==> config.mk <==
export PLATFORM = sky130hd
export DESIGN_NAME = lmsm_seq
export DESIGN_NICKNAME = d
export VERILOG_FILES = /design/src/rtl/risc_pkg.sv /design/src/rtl/lsb_pri_enc.sv /design/src/rtl/lmsm_seq.sv
export SDC_FILE = /design/constraint.sdc
export NUM_CORES = 1
export LEC_CHECK = 0
export CAP_MARGIN = 10
export CELL_PAD_IN_SITES_DETAIL_PLACEMENT = 1
export CELL_PAD_IN_SITES_GLOBAL_PLACEMENT = 2
export CORE_MARGIN = 2
export CORE_UTILIZATION = 25
export DETAILED_ROUTE_END_ITERATION = 7
export GPL_TIMING_DRIVEN = 0
export PLACE_DENSITY = 0.85
export SLEW_MARGIN = 20
export SYNTH_ARGS = -nofsm -noshare
export SYNTH_HDL_FRONTEND = slang
export SYNTH_HIERARCHICAL = 1
export SYNTH_SLANG_ARGS = --single-unit
==> constraint.sdc <==
create_clock -name clk -period 4 [get_ports clk]
set_clock_uncertainty 0.05 [all_clocks]
set_input_delay 0.4 -clock clk [delete_from_list [all_inputs] [get_ports clk]]
set_output_delay 0.4 -clock clk [all_outputs]
set_load 0.01 [all_outputs]
==> src/rtl/risc_pkg.sv <==
// Shared definitions for the RISC core front end.
// Holds the LM/SM opcode constants, the load/store-multiple sequencer state
// encoding and the default register-index width.
package risc_pkg;

  // Opcodes of the two multi-register memory instructions.
  localparam logic [3:0] OP_LM = 4'b0110;
  localparam logic [3:0] OP_SM = 4'b0111;

  // Default architectural register count and the matching index width.
  localparam int REGS_DEFAULT = 8;
  localparam int REG_IDX_W    = $clog2(REGS_DEFAULT);

  // Sequencer states: IDLE waits for decode, RUN issues micro-ops.
  typedef enum logic [0:0] {
    IDLE = 1'b0,
    RUN  = 1'b1
  } seq_state_t;

endpackage : risc_pkg

==> src/rtl/lsb_pri_enc.sv <==
// Lowest-set-bit priority encoder for the LM/SM register list.
// Ports:
//   vec       in  W    : register mask
//   idx       out IW   : index of the lowest set bit (0 when vec is 0)
//   one_left  out 1    : vec has exactly one bit set
//   mask_next out W    : vec with its lowest set bit cleared
module lsb_pri_enc #(
  parameter int W  = 8,
  parameter int IW = $clog2(W)
) (
  input  logic [W-1:0]  vec,
  output logic [IW-1:0] idx,
  output logic          one_left,
  output logic [W-1:0]  mask_next
);

  logic [W-1:0] vec_m1;
  logic         found;

  // vec - 1 flips the lowest set bit and every zero below it.
  assign vec_m1    = vec - W'(1);
  assign mask_next = vec & vec_m1;
  // Exactly one bit set: non-zero, and clearing the lowest bit leaves nothing.
  assign one_left  = (vec != {W{1'b0}}) && (mask_next == {W{1'b0}});

  // Scan upward and latch the first set bit found.
  always_comb begin
    idx   = {IW{1'b0}};
    found = 1'b0;
    for (int i = 0; i < W; i++) begin
      if (vec[i] && !found) begin
        idx   = IW'(i);
        found = 1'b1;
      end else begin
        found = found;
      end
    end
  end

endmodule : lsb_pri_enc

==> src/rtl/lmsm_seq.sv <==
// Load-multiple / store-multiple sequencer.
// Expands an LM/SM register list into one single-register micro-op per set
// bit, lowest register first, at consecutive word addresses.
// Ports:
//   clk, rst            : clock, synchronous active-high reset
//   start, is_sm        : decode presents LM (is_sm=0) or SM (is_sm=1)
//   reg_list, base_addr : register mask and first word address
//   stall               : downstream stall, holds the current micro-op
//   busy                : sequencer owns the issue slot
//   uop_valid/lm/sm     : micro-op valid and its load/store tag
//   uop_reg, uop_addr   : register index and word address of the micro-op
//   uop_last            : final micro-op of the instruction
//   done                : one-cycle pulse after the instruction completes
module lmsm_seq
  import risc_pkg::*;
#(
  parameter int REGS = 8,
  parameter int AW   = 16
) (
  input  logic                    clk,
  input  logic                    rst,
  input  logic                    start,
  input  logic                    is_sm,
  input  logic [REGS-1:0]         reg_list,
  input  logic [AW-1:0]           base_addr,
  input  logic                    stall,
  output logic                    busy,
  output logic                    uop_valid,
  output logic                    uop_lm,
  output logic                    uop_sm,
  output logic [$clog2(REGS)-1:0] uop_reg,
  output logic [AW-1:0]           uop_addr,
  output logic                    uop_last,
  output logic                    done
);

  localparam int IW = $clog2(REGS);

  seq_state_t      state_q, state_d;
  logic [REGS-1:0] mask_q, mask_d;
  logic [AW-1:0]   addr_q, addr_d;
  logic            sm_q, sm_d;
  logic            done_q, done_d;

  logic [IW-1:0]   enc_idx;
  logic            enc_one_left;
  logic [REGS-1:0] enc_mask_next;
  logic            run;

  lsb_pri_enc #(
    .W  (REGS),
    .IW (IW)
  ) u_enc (
    .vec       (mask_q),
    .idx       (enc_idx),
    .one_left  (enc_one_left),
    .mask_next (enc_mask_next)
  );

  // State register with synchronous reset.
  always_ff @(posedge clk) begin
    if (rst) begin
      state_q <= IDLE;
      mask_q  <= {REGS{1'b0}};
      addr_q  <= {AW{1'b0}};
      sm_q    <= 1'b0;
      done_q  <= 1'b0;
    end else begin
      state_q <= state_d;
      mask_q  <= mask_d;
      addr_q  <= addr_d;
      sm_q    <= sm_d;
      done_q  <= done_d;
    end
  end

  // Next-state logic: capture on start, advance one register per accepted micro-op.
  always_comb begin
    state_d = state_q;
    mask_d  = mask_q;
    addr_d  = addr_q;
    sm_d    = sm_q;
    done_d  = 1'b0;
    case (state_q)
      IDLE: begin
        if (start) begin
          if (reg_list != {REGS{1'b0}}) begin
            mask_d  = reg_list;
            addr_d  = base_addr;
            sm_d    = is_sm;
            state_d = RUN;
          end else begin
            // Empty list completes immediately without issuing anything.
            done_d = 1'b1;
          end
        end else begin
          state_d = IDLE;
        end
      end
      RUN: begin
        // start is ignored here; decode is held off by busy.
        if (!stall) begin
          mask_d = enc_mask_next;
          addr_d = addr_q + AW'(1);
          if (enc_one_left) begin
            state_d = IDLE;
            done_d  = 1'b1;
          end else begin
            state_d = RUN;
          end
        end else begin
          state_d = RUN;
        end
      end
      default: begin
        state_d = IDLE;
        mask_d  = {REGS{1'b0}};
        addr_d  = {AW{1'b0}};
        sm_d    = 1'b0;
      end
    endcase
  end

  // Micro-op outputs decode registered state only and are zeroed outside RUN.
  assign run       = (state_q == RUN);
  assign busy      = run;
  assign uop_valid = run;
  assign uop_lm    = run & ~sm_q;
  assign uop_sm    = run & sm_q;
  assign uop_reg   = run ? enc_idx : {IW{1'b0}};
  assign uop_addr  = run ? addr_q : {AW{1'b0}};
  assign uop_last  = run & enc_one_left;
  assign done      = done_q;

endmodule : lmsm_seq

Yosys cells after proc, flatten, opt, wreduce, memory -nomap -nowiden:

Index checks and enable logic that the tools add are counted.

* flip-flop bits (word level): 27
* latch bits: 0
* memory bits (writable): 0
* ROM bits: 0
* bits of input ports: 29
* output and inout bits: 25
* word-level logic and storage cells: 70
* memories: 0

* add/sub/neg operators: 2
* $mul: 0
* div/mod/pow operators: 0
* $lt $le $gt $ge: 0
* eq/ne operators: 3
* shifts and indexed selects: 0
* muxes and demuxes: 34
* bitwise operators: 6
* reduce and logical (&&, ||, !) cells: 20

Operators by type and width (number)
* 2-to-1 mux 16 bit: 4
* one-hot mux 16 bit (2 select lines): 1
* 2-to-1 mux 8 bit: 3
* adder 16 x 1 -> 16 bit (second input constant): 1
* 2-to-1 mux 1 bit: 16
* one-hot mux 8 bit (2 select lines): 1
* nonzero test 8 bit: 2
* 2-to-1 mux 3 bit: 5
* bitwise AND 8 bit: 1
* logical AND 1 bit: 8
* logical NOT 8 bit: 1
* subtractor 8 x 1 -> 8 bit (second input constant): 1
* logical NOT 1 bit: 7
* != test 2 bit (second input constant): 3
* AND reduction 3 bit: 2
* 2-to-1 mux 2 bit: 2
* one-hot mux 1 bit (2 select lines): 2
* bitwise AND 1 bit: 3
* NOT 1 bit: 2

Depth between registers and ports, before layout:

* word-level depth: 23
* depth in mapped cells: 8
* mapped depth without buffers: 7

By module:

Netlist, hierarchy kept.

Modules (own cells, without submodules)
* lmsm_seq: instances 1, cells an instance 212, area an instance 1724.2 um2, sequential area each 540.5 um2
* lsb_pri_enc: instances 1, cells an instance 36, area an instance 224.0 um2, sequential area each 0.0 um2

Least setup slack after synthesis:

No wires, ideal clock.

* path type: register -> output
* from: register mask_q[2]
* to: output port uop_last
* arrival: 1.658 ns
* data required time: 3.550 ns
* slack: 1.892 ns
* stages on the path, launching flop included: 8
* buffers on the path: 1
* cells stage by stage: dfxtp_1 or4_1 buf_2 a2111oi_4 a311oi_1 nor2_1 inv_1 nor2_1

* cells in the longest elaborated chain, start to end: 5
* elaborated cells between the ends (all ways): 6
* classes of those cells: add/sub (1); bitwise (2); reduce/logical (3)

RTL lines
* start: declaration: RTL line lmsm_seq.sv:40 `logic [REGS-1:0] mask_q, mask_d;`
* start signal: assignment: RTL line lmsm_seq.sv:64 `mask_q <= {REGS{1'b0}};`
* start signal: assignment: RTL line lmsm_seq.sv:70 `mask_q <= mask_d;`
* subtractor 8 x 1 -> 8 bit: RTL line lsb_pri_enc.sv:21 `assign vec_m1 = vec - W'(1);`
* bitwise AND 8 bit: RTL line lsb_pri_enc.sv:22 `assign mask_next = vec & vec_m1;`
* logical NOT 8 bit: RTL line lsb_pri_enc.sv:24 `assign one_left = (vec != {W{1'b0}}) && (mask_next == {W{1'b0}});`
* logical AND 1 bit *: RTL line lsb_pri_enc.sv:24
* via enc_one_left: RTL line lmsm_seq.sv:46 `logic enc_one_left;`
* bitwise AND 1 bit *: RTL line lmsm_seq.sv:132 `assign uop_last = run & enc_one_left;`
* end: declaration: RTL line lmsm_seq.sv:33 `output logic uop_last,`

The timed path passes the listed nets; every way through them passes the cells marked *.

Final worst setup path:

* from: register state_q, in the netlist busy
* to: output port uop_addr[0]

* cells in the longest elaborated chain, start to end: 1

RTL lines
* start: declaration: RTL line lmsm_seq.sv:39 `seq_state_t state_q, state_d;`
* start signal: assignment: RTL line lmsm_seq.sv:69 `state_q <= state_d;`
* 2-to-1 mux 16 bit: RTL line lmsm_seq.sv:131 `assign uop_addr = run ? addr_q : {AW{1'b0}};`
* end: declaration: RTL line lmsm_seq.sv:32 `output logic [AW-1:0] uop_addr,`

Every way passes these cells.

==> out/metrics.yaml <==
placement:
  place_area_um2: 2600
  io_buffers: 52
  place_inst: 402
  dp.final_hpwl_um: 4800
  place_congestion: 0.757
sta:
  report.final.slew_viol_count: 0
  slew_headroom_pct: 47.9
  rsz0062_at_grt: "no"
  worst_pin_slew_ns: 0.781
  timing.fmax_ghz: 0.331
  tns_ns: 0
  hold_viol: 0
  finalSetupViolCount: 0
  period_minus_slack_ns: 3.02
  min_period_over_period_pct: 75.6
setup_path:
  cp_top_family: "buffers and inverters"
  critPathMaxFanout: 10
  slowest_delay_ns: 0.55
  path_cells: "clkbuf_1 -> clkbuf_1 -> clkbuf_1 -> and2_1 -> clkdlybuf4s50_1"
  worst_ep_arrival_time_ns: 2.57
  worstPathRequired_ns: 3.55
  cp_slowest_cell: "clkdlybuf4s50_1"
  end_kind: "primary output"
  rrSetupSlack_ns: 1.83
  cp_common_cell: "clkbuf_1"
  path_class: "register to primary output"
  critPathLaunchType: "register"
  path_buf_inv: 4
synthesis:
  synth_fa_ha_area_share_pct: 0.642
  syn-cell-area_um2: 1950
  synth_compound_area_share_pct: 27.7
  ys_warn_count: 6
  synth_nets: 278
  synth_xor_area_share_pct: 1.80
  synth-edff-count: 0
  syn_avg_cell_area_um2: 7.86
  synth_cell_types: 54
  synth_top_family_by_area: "simple AND/OR/NAND/NOR gates"
  ys_seq_area_share_pct: 27.7
  synth-seq-cells: 27
  synthCells: 248
  async_flop_share_pct: 0
  ys_dominant_reg_cell: "dfxtp_1"
  synthMuxAreaShare_pct: 5.65
  synthSimpleGateAreaFrac_pct: 28.4
power:
  internal_power_mw: 0.515
  combPwrFrac_pct: 37.1
  power_leakage_nw: 0.920
  switching_power_mw: 0.284
  ir_drop_uv: 146
  clkPwrFrac_pct: 20.3
  pwr_density_cell_nw_per_um2: 303
  power.total_mw: 0.800
  seqPwrFrac_pct: 42.6
  sw_frac_of_total_pct: 35.6
floorplan:
  die_area_um2: 8510
  io_pins: 54
  placementRows: 32
  die_y_um: 92.3
  core_um2: 7650
  initial_utilization_pct: 25.5
  die_width_um: 92.3
status:
  run_status: "finished clean"
layout:
  design_area_um2: 2640
  nNetsFinal: 335
  drive_gt1_share_pct: 10.5
  fin_cells: 406
  layout_common_cells: "clkdlybuf4s50_1, nor2_1, dfxtp_1, and2_1, nand2_1"
  n_fill_cell: 919
  diodes: 0
  multiInputGateArea_um2: 1250
  area_growth_pct: 35.6
  final_common_cell: "clkdlybuf4s50_1"
  post-route-util_pct: 34.5
  regArea_um2: 541
route:
  wirelength_um: 6340
  vias_per_cell: 4.85
  vias: 1969
  antenna_left: 0
  wl_per_cell_um: 15.6
  dr.pass1.iters: 4
  drtIter0Drc: 65
  drc: 0
global_route:
  antenna_found_initial: 0
  track_usage_pct: 15.2
  gr-total-overflow: 0
  grt_pass1_wl_um: 10300
  first_global_vias: 2042
  grt_max_degree: 15
clocking:
  hold_buffers: 0
  cts_made_buffers: 3
  postCtsSetupRepairBufs: 0
  tritoncts: "yes"
  cts-resized-gates: 0
  htree_levels: 1
  clk_pin_slew_ns: 0.10
  cts-root-buf: "clkbuf_8"
  clk_latency_ns: 0.27
  cts_buffer_depth: 2
  cts_sinks: 27
run:
  cap_violations: 0
worst_hold_path:
  hold_path_class: "register to register"
[layout make-up]
class	count	share of cell area (%)
tap	102	4.83
sequential	27	20.5
clock buffer	4	1.71
inverter	11	1.56
buffer	17	4.22
multi-input combinational	193	47.5
timing repair buffer	52	19.7
[cell usage after synthesis, types with 3 or more instances]
cell type	n	area [um^2]
nand2_1	17	63.8
inv_1	10	37.5
a21oi_2	6	52.6
and2_1	21	131
clkbuf_1	10	37.5
nor2b_1	4	25.0
buf_6	3	33.8
a21oi_1	11	55.1
dfxtp_1	27	541
nand3_1	6	30.0
xnor2_1	3	26.3
o21ai_0	12	60.1
nor2_1	29	109
a211oi_1	13	97.6
o21ai_2	5	43.8
o21a_1	4	30.0
mux2i_1	11	110
nand2b_1	3	18.8
nor3_1	7	35.0
[kinds of logic after synthesis]
family	Yosys count
buffers and inverters	28
multiplexers	11
XOR/XNOR	4
other	1
AND/OR/NAND/NOR	105
AO/OA/AOI/OAI	71
adder cells (fa/ha/maj)	1
flip-flops	27
[flip-flops by register name (all words and copies together) (netlist names)]
register  flops
addr_q       16
done          1
mask_q        8
sm_q          1
busy          1
[power by group through the flow]
stage / Sequential, mW / Combinational, mW / Clock [mW]
3_3_place_gp: 0.344 / 0.295 / 0
6_report: 0.341 / 0.297 / 0.162
2_1_floorplan: 0.334 / 0.195 / 0
3_5_place_dp: 0.346 / 0.300 / 0
5_1_grt: 0.346 / 0.329 / 0.178
4_1_cts: 0.340 / 0.302 / 0.167
[worst reg2reg max path, stage by stage (launching register included)]
cell and delay [ns]:
dfxtp_1 0.36, clkbuf_1 0.29, clkbuf_1 0.44, clkbuf_1 0.45
o21ai_0 0.21, a221oi_2 0.30
[layer usage]
layer  vias to the layer above  routed length [um]  track usage [%]
li1                        990                   -                -
met1                       935                2930             19.1
met2                        38                3110             27.0
met3                         6                 233             2.38
met4                         0                  72             4.10
met5                         -                   0                0
[stage by stage]
step / setup WS [ns] / hold slack [ns]
2_1_floorplan: 1.89 / 0.418
3_3_place_gp: 1.25 / 0.435
3_5_place_dp: 1.24 / 0.446
4_1_cts: 0.915 / 0.461
5_1_grt: 0.786 / 0.487
6_report: 0.976 / 0.455
[path summary, 6_finish.rpt]
path,startpoint,end,depth (start not counted)
worst min register to register,addr_q[15],addr_q[15],2
worst max-delay path,busy,uop_addr[0],5
worst min-delay path,addr_q[15],addr_q[15],2
worst max register to register,busy,addr_q[15],5
No activity file was read; power rests on OpenSTA's default activity.
